[config.mk]
export PLATFORM = sky130hd
export DESIGN_NAME = qtable_update_sched
export DESIGN_NICKNAME = d
export VERILOG_FILES = /design/src/rtl/qtable_update_sched.sv
export SDC_FILE = /design/constraint.sdc
export NUM_CORES = 1
export LEC_CHECK = 0
export ABC_AREA = 1
export BUFFER_PORTS_ARGS = -buffer_cell sky130_fd_sc_hd__buf_4
export CORE_ASPECT_RATIO = 1.4
export CORE_MARGIN = 4
export CORE_UTILIZATION = 55
export CTS_BUF_LIST = sky130_fd_sc_hd__clkbuf_4 sky130_fd_sc_hd__clkbuf_8
export CTS_CLUSTER_DIAMETER = 50
export CTS_CLUSTER_SIZE = 25
export DETAILED_ROUTE_END_ITERATION = 10
export GPL_TIMING_DRIVEN = 0
export PLACE_DENSITY_LB_ADDON = 0.08
export SLEW_MARGIN = 10
export SYNTH_ARGS = -nofsm -noshare
export SYNTH_HDL_FRONTEND = slang
export SYNTH_SLANG_ARGS = --single-unit
export TNS_END_PERCENT = 1
[constraint.sdc]
create_clock -name clock -period 6.4 [get_ports clock]
set_input_delay 1.6 -clock clock [delete_from_list [all_inputs] [get_ports clock]]
set_output_delay 1.6 -clock clock [all_outputs]
set_load 0.02 [all_outputs]
[src/rtl/qtable_update_sched.sv]
// Feedback-packet scheduler in front of the Q-table updater: type filter, FIFO, one-at-a-time dispatch with watchdog.
// Optional build macro QSCHED_COALESCE_EN merges a new packet into a queued entry with the same source ID.
module qtable_update_sched #(
  parameter int             WORD_WIDTH     = 16,
  parameter int             FIFO_DEPTH     = 4,
  parameter int             PTR_W          = 2,
  parameter logic [7:0]     TYPE_MASK      = 8'b0000_0110,
  parameter int             TIMEOUT_CYCLES = 64
) (
  input  logic                  clock,
  input  logic                  rst,
  input  logic                  pkt_valid,
  output logic                  pkt_ready,
  input  logic [WORD_WIDTH-1:0] pSourceID,
  input  logic [WORD_WIDTH-1:0] pClusterID,
  input  logic [WORD_WIDTH-1:0] pEnergyLeft,
  input  logic [WORD_WIDTH-1:0] pQValue,
  input  logic [2:0]            pPacketType,
  input  logic                  flush,
  output logic                  upd_en,
  output logic [WORD_WIDTH-1:0] fSourceID,
  output logic [WORD_WIDTH-1:0] fClusterID,
  output logic [WORD_WIDTH-1:0] fEnergyLeft,
  output logic [WORD_WIDTH-1:0] fQValue,
  output logic [2:0]            packetType,
  input  logic                  upd_done,
  output logic                  busy,
  output logic                  sched_done,
  output logic                  timeout_err,
  output logic                  spurious_done,
  output logic [WORD_WIDTH-1:0] processed_count,
  output logic [WORD_WIDTH-1:0] drop_count
);

  typedef enum logic [1:0] {stIdle, stWait, stDone} stateT;

  localparam logic [PTR_W:0]        DEPTH_L      = (PTR_W+1)'(FIFO_DEPTH);
  localparam logic [WORD_WIDTH-1:0] TIMEOUT_LAST = WORD_WIDTH'(TIMEOUT_CYCLES - 1);

  logic [WORD_WIDTH-1:0] srcMem [FIFO_DEPTH];
  logic [WORD_WIDTH-1:0] cluMem [FIFO_DEPTH];
  logic [WORD_WIDTH-1:0] engMem [FIFO_DEPTH];
  logic [WORD_WIDTH-1:0] qMem   [FIFO_DEPTH];
  logic [2:0]            typeMem[FIFO_DEPTH];

  logic [PTR_W-1:0]      rdPtr, wrPtr, writeIdx, coalesceIdx;
  logic [PTR_W:0]        count;
  logic                  full, empty, typePass, push, filterDrop, store;
  logic                  coalesceHit, writeEn, pop, doneHit, timeoutHit;
  logic [WORD_WIDTH-1:0] waitCnt;
  logic [WORD_WIDTH:0]   dropSum;
  stateT                 state, stateNext;

  assign full       = (count == DEPTH_L);
  assign empty      = (count == '0);
  assign pkt_ready  = !full;
  assign typePass   = TYPE_MASK[pPacketType];
  assign push       = pkt_valid && pkt_ready;
  assign filterDrop = push && !typePass;
  assign pop        = (state == stIdle) && !empty;
  assign doneHit    = (state == stWait) && upd_done;
  assign timeoutHit = (state == stWait) && !upd_done && (waitCnt == TIMEOUT_LAST);
  assign busy       = (state == stWait);
  assign sched_done = (state == stDone);

`ifdef QSCHED_COALESCE_EN
  // Scan youngest to oldest so the oldest match wins; the head being popped this cycle is already dispatched.
  always_comb begin
    coalesceHit = 1'b0;
    coalesceIdx = rdPtr;
    for (int i = FIFO_DEPTH - 1; i >= 0; i--) begin
      if (((PTR_W+1)'(i) < count) && !(pop && (i == 0)) &&
          (srcMem[rdPtr + PTR_W'(i)] == pSourceID)) begin
        coalesceHit = 1'b1;
        coalesceIdx = rdPtr + PTR_W'(i);
      end
    end
    if (!(push && typePass) || flush) coalesceHit = 1'b0;
  end
`else
  assign coalesceHit = 1'b0;
  assign coalesceIdx = rdPtr;
`endif

  assign store    = push && typePass && !flush && !coalesceHit;
  assign writeEn  = store || coalesceHit;
  assign writeIdx = coalesceHit ? coalesceIdx : wrPtr;

  always_ff @(posedge clock) begin
    if (writeEn) begin
      srcMem[writeIdx]  <= pSourceID;
      cluMem[writeIdx]  <= pClusterID;
      engMem[writeIdx]  <= pEnergyLeft;
      qMem[writeIdx]    <= pQValue;
      typeMem[writeIdx] <= pPacketType;
    end
  end

  // Flush clears occupancy but still lets a pop from the old head complete its dispatch.
  always_ff @(posedge clock or posedge rst) begin
    if (rst) begin
      rdPtr <= '0;
      wrPtr <= '0;
      count <= '0;
    end else if (flush) begin
      rdPtr <= '0;
      wrPtr <= '0;
      count <= '0;
    end else begin
      if (store) wrPtr <= wrPtr + 1'b1;
      if (pop)   rdPtr <= rdPtr + 1'b1;
      count <= count + (PTR_W+1)'(store) - (PTR_W+1)'(pop);
    end
  end

  always_ff @(posedge clock or posedge rst) begin
    if (rst) state <= stIdle;
    else     state <= stateNext;
  end

  always_comb begin
    stateNext = state;
    case (state)
      stIdle:  if (!empty) stateNext = stWait;
      stWait: begin
        if (upd_done)                     stateNext = stDone;
        else if (waitCnt == TIMEOUT_LAST) stateNext = stIdle;
      end
      stDone:  stateNext = stIdle;
      default: stateNext = stIdle;
    endcase
  end

  assign dropSum = {1'b0, drop_count} + (WORD_WIDTH+1)'(filterDrop) + (WORD_WIDTH+1)'(timeoutHit);

  always_ff @(posedge clock or posedge rst) begin
    if (rst) begin
      upd_en          <= 1'b0;
      fSourceID       <= '0;
      fClusterID      <= '0;
      fEnergyLeft     <= '0;
      fQValue         <= '0;
      packetType      <= '0;
      waitCnt         <= '0;
      timeout_err     <= 1'b0;
      spurious_done   <= 1'b0;
      processed_count <= '0;
      drop_count      <= '0;
    end else begin
      upd_en <= pop;
      if (pop) begin
        fSourceID   <= srcMem[rdPtr];
        fClusterID  <= cluMem[rdPtr];
        fEnergyLeft <= engMem[rdPtr];
        fQValue     <= qMem[rdPtr];
        packetType  <= typeMem[rdPtr];
      end
      waitCnt <= (state == stWait) ? waitCnt + 1'b1 : '0;
      if (timeoutHit) timeout_err <= 1'b1;
      if (upd_done && (state != stWait)) spurious_done <= 1'b1;
      if (doneHit && (processed_count != '1)) processed_count <= processed_count + 1'b1;
      drop_count <= dropSum[WORD_WIDTH] ? '1 : dropSum[WORD_WIDTH-1:0];
    end
  end

endmodule

Yosys cells after proc, flatten, opt, wreduce, memory -nomap -nowiden
Memories as Yosys holds them, arrays and structs flattened. A register that Yosys moved wholly into a read port is not among the register bits.
Index checks and enable logic that the tools add are counted.

operators by class
  add/sub/neg operators = 8
  magnitude comparators = 1
  equal/unequal tests = 8
  multiplexer cells = 14
  reduce and logical (&&, ||, !) cells = 20

operators by type and width
  cell                   number
  $add 16x1->16 const B  2
  $mux 16                2
  $add 16x1->17          1
  $add 17x1->17          1
  $eq 16x6->1 const B    1
  $ne 16x16->1 const B   1
  $mux 2                 7
  $logic_and 1x1->1      10
  $logic_not 1->1        5
  $add 2x1->2 const B    2
  $lt 3x4->1 const B     1
  $pmux 2 s2             1
  $reduce_bool 2->1      2
  $add 3x1->3            1
  $eq 3x3->1 const B     1
  $logic_not 3->1        1
  $mux 1                 3
  $mux 3                 1
  $ne 3x2->1 const B     1
  $sub 3x1->3            1
  $eq 2x1->1 const B     1
  $eq 2x2->1 const B     1
  $logic_not 2->1        1
  $ne 2x1->1 const B     1
  other kinds (2)        2

word-level totals
  register bits = 60
  bits in writable memories = 268
  bits in read-only memories = 8
  bits of input ports = 72
  output and inout bits = 105
  memories kept = 6

memory list
  name             depth  width  read ports  clocked after Yosys merged registers in  write ports  RTL line  text
  cluMem           4      16     1           1                                        1            41        logic [WORD_WIDTH-1:0] cluMem [FIFO_DEPTH];
  engMem           4      16     1           1                                        1            42        logic [WORD_WIDTH-1:0] engMem [FIFO_DEPTH];
  qMem             4      16     1           1                                        1            43        logic [WORD_WIDTH-1:0] qMem [FIFO_DEPTH];
  srcMem           4      16     1           1                                        1            40        logic [WORD_WIDTH-1:0] srcMem [FIFO_DEPTH];
  typeMem          4      3      1           1                                        1            44        logic [2:0] typeMem[FIFO_DEPTH];
  (no name shown)  8      1      1           0                                        0            57        assign typePass = TYPE_MASK[pPacketType];

Longest topological paths before layout
  depth in word-level cells = 8
  gate-level depth with buffers = 15
  mapped depth without buffers = 15

Least setup slack after synthesis
No wires, ideal clock.

  path type = input-to-reg
  from = in pPacketType[0]
  to = mem cluMem[0][0] (enable)
  setup time = 493 ps
  arrival = 4919 ps
  required time = 5907 ps
  setup slack = 988 ps
  stages = 5
  buffers on the path = 0
  cell sequence = a21oi_1 -> nand2_1 -> nor2_1 -> nand2_1 -> nor2_1

between the ends
  longest elaborated chain between the ends = 6

RTL lines
  item                             RTL line  text
  start, declared                  18        input logic [2:0] pPacketType,
  $mem_v2 8x1                      --
  $mux 1 (implied by the code)     57
  $logic_and 1x1->1 (2 in series)  85        assign store = push && typePass && !flush && !coalesceHit;
  $mux 1                           90        if (writeEn) begin
  $mux 1 (implied by the code)     92        cluMem[writeIdx] <= pClusterID;
  end, declared                    41

No other way between the ends. The select of a mux whose other input is x is not followed.

Worst setup path in the final report
  from = in pPacketType[0]
  to = mem srcMem[1][11] (enable)

between the ends
  longest elaborated chain between the ends = 6

RTL lines
  item                             RTL line  text
  $mem_v2 8x1                      --
  $mux 1 (implied by the code)     57
  $logic_and 1x1->1 (2 in series)  85
  $mux 1                           90
  $mux 1 (implied by the code)     91        srcMem[writeIdx] <= pSourceID;
  end, declared                    40

No other way between the ends. The select of a mux whose other input is x is not followed.

==> impl_metrics.env <==
export IMPL_grt_usage=0.2329
export IMPL_hp_class="register to register"
export IMPL_top_layer_used="met4"
export IMPL_rows=73
export IMPL_wl_met1_mm=14.62
export IMPL_viasPerCell=5.362
export IMPL_start_util=0.5556
export IMPL_tns_ns=0
export IMPL_period_needed_ns=3.308
export IMPL_place_inst=1932
export IMPL_fin_skew_ns=0.02364
export IMPL_area_growth_syn_to_layout_pct=18.24
export IMPL_fp_dieArea_um2=31410
export IMPL_htreeDepth=1
export IMPL_numCtsBuffers=30
export IMPL_ant_nets=0
export IMPL_synth_top_family_by_area="simple AND/OR/NAND/NOR gates"
export IMPL_final_hold_viol_count=0
export IMPL_irDropWorstVdd_mv=0.2502
export IMPL_placed_area_um2=17860
export IMPL_grt_pass1_wl_mm=57.17
export IMPL_clkSlewWorstSetupHoldPaths_ns=0.10
export IMPL_wl_per_cell_um=18.51
export IMPL_cts_root_buf="clkbuf_8"
export IMPL_insertion_delay_ns=0.63
export IMPL_diodes=0
export IMPL_wl_met2_mm=19.33
export IMPL_met3WireLength_mm=1.925
export IMPL_synth_area_um2=15730
export IMPL_hold_depth=1
export IMPL_final_cell_mix="394 x nor2_1, 268 x edfxtp_1, 183 x buf_4"
export IMPL_final_nets=1672
export IMPL_critical_path_cell_chain="buf_4, a21oi_1, nand2_1, nor2_1, nand2_1, nor2_4, buf_16, buf_16"
export IMPL_drt_iter0_drc=776
export IMPL_grt_max_degree=68
export IMPL_cts_resized=0
export IMPL_worstMarginPinSlew_ns=0.8464
export IMPL_cp_max_fo=18
export IMPL_worstRegToRegCells=15
export IMPL_drc=0
export IMPL_layout_commonest_cell="nor2_1"
export IMPL_synth_seq_cells=395
export IMPL_r2r_slack_ns=3.54
export IMPL_cts_buffer_depth=3
export IMPL_syn_inst=1369
export IMPL_fin_crit_sh=0.5169
export IMPL_worstPathArrival_ns=3.64
export IMPL_fmax_mhz=302.3
export IMPL_die_h_um=208.1
export IMPL_p_leak_nw=7.249
export IMPL_grt_setup_unrepaired="false"
export IMPL_synthXorXnorAreaFrac=0.007794
export IMPL_ys_types=33
export IMPL_drtPass1Iterations=6
export IMPL_synth_fa_ha_area_frac=0.009703
export IMPL_crit_required_ns=6.73
export IMPL_hold_buffers=0
export IMPL_stdcell_count=1988
export IMPL_dpl_hpwl_mm=24.42
export IMPL_post_cts_repair_setup_buffers=0
export IMPL_layout_drive_gt1_share=0.1984
export IMPL_avgSynthCellArea_um2=11.49
export IMPL_die_w_um=150.9
export IMPL_cts_tree="yes"
export IMPL_grt_ovfl_total=0
export IMPL_setup_viol=0
export IMPL_gp_congestion=0.8344
export IMPL_core_region_area_um2=28310
export IMPL_whs_ns=0.4755
export IMPL_cp_end_kind="register"
export IMPL_antenna_found_initial=0
export IMPL_start_kind="input port"
export IMPL_routed_wl_mm=36.79
export IMPL_relSlewSlack=0.4344
export IMPL_postLayoutCellArea_um2=18600
export IMPL_crit_slowest_cell="nor2_4"
export IMPL_yosys_warnings=0
export IMPL_synthMuxAreaShare=0
export IMPL_status="completed"
export IMPL_path_class="input port to register"
export IMPL_power_density_nw_per_um2=393.9
export IMPL_ios=177
export IMPL_num_vias=10660
export IMPL_drv_slew=0
export IMPL_yosysSeqAreaShare=0.7135
export IMPL_io_buffers=176
export IMPL_synth_compound_area_frac=0.08064
export IMPL_maxCapViolations=0
export IMPL_grt_pass1_vias=10750
export IMPL_yosys_area_share_simple=0.1505
export IMPL_cts_sinks=395
export IMPL_slowest_delay_ns=0.65
export IMPL_syn_nets=1452
-- critical path: cells and delay by family --
| family | cells | cell delay (ns) |
|---|---|---|
| AOI/OAI and AO/OA | 1 | 0.19 |
| buffers and inverters | 3 | 0.57 |
| and+or+nand+nor | 4 | 1.26 |
-- synth_stat cells (all sizes together) --
cell type,instances,area [um2]
nor3,9,50.05
nand4,9,56.30
nor2,404,1551
nand3b,5,37.54
xor2,7,61.31
clkbuf,18,76.32
buf,43,289.0
edfxtp,268,8048
ha,9,112.6
or2,3,18.77
o21ai,154,774.5
o21a,1,7.510
a21o,1,7.510
a31oi,67,419.2
fa,2,40.04
nand3,25,130.1
a21oi,12,60.06
inv,61,229.0
dfrtp,127,3178
xnor2,7,61.31
nand2,137,524.3
-- registers in the layout, summed over array words and instances, names as in the netlist, 2 cells and up --
| register | flops |
|---|---|
| wrPtr | 2 |
| typeMem | 12 |
| fClusterID | 16 |
| fQValue | 16 |
| srcMem | 64 |
| coalesceIdx | 2 |
| drop_count | 16 |
| processed_count | 16 |
| count | 3 |
| state | 2 |
| cluMem | 64 |
| fEnergyLeft | 16 |
| waitCnt | 16 |
| packetType | 3 |
| engMem | 64 |
| fSourceID | 16 |
| qMem | 64 |
-- worst paths after layout --
check	from	to
min	spurious_done	spurious_done
max in group asynchronous	rst	fClusterID[2]
min reg2reg	spurious_done	spurious_done
min in group asynchronous	rst	processed_count[9]
max reg2reg	waitCnt[0]	drop_count[2]
max	pPacketType[0]	srcMem[1][11]
-- final cells by class --
type	count	area, um2
plain buffers	61	365.4
well taps	375	469.2
fillers	2192	9712
clock buffers	32	434.2
inverters	61	236.5
multi-input cells	852	3943
clock inverters	24	307.8
flip-flops and latches	395	11230
repair buffers	188	1622
-- metrics by stage --
stage / power, mW / utilization / setup WS (ns)
floorplan: 4.795 / - / 0.9883
global placement: 5.782 / 0.6189 / -1.795
detailed placement: 5.860 / 0.6308 / 2.429
CTS: 7.387 / 0.6570 / 3.080
global route: 7.727 / 0.6570 / 2.942
finish: 7.328 / 0.6570 / 3.092
-- power breakdown --
group / switching [mW] / total, mW / internal, mW
clock: 0.930 / 1.54 / 0.614
sequential: 0.230 / 3.26 / 3.03
combinational: 1.61 / 2.52 / 0.919
-- routing by layer --
metal,vias up,GRT usage
met4,0,0.07635
met3,73,0.02941
li1,5127,-
met2,298,0.4155
met1,5161,0.2924
met5,-,0
-- cells by family after synthesis --
group	after synthesis
AOI/OAI and AO/OA	235
xor gates and xnor gates	14
adders and majority gates	11
buffers and inverters	122
DFF	395
and+or+nand+nor	592
Note: power is estimated with default switching activity, not from simulation.
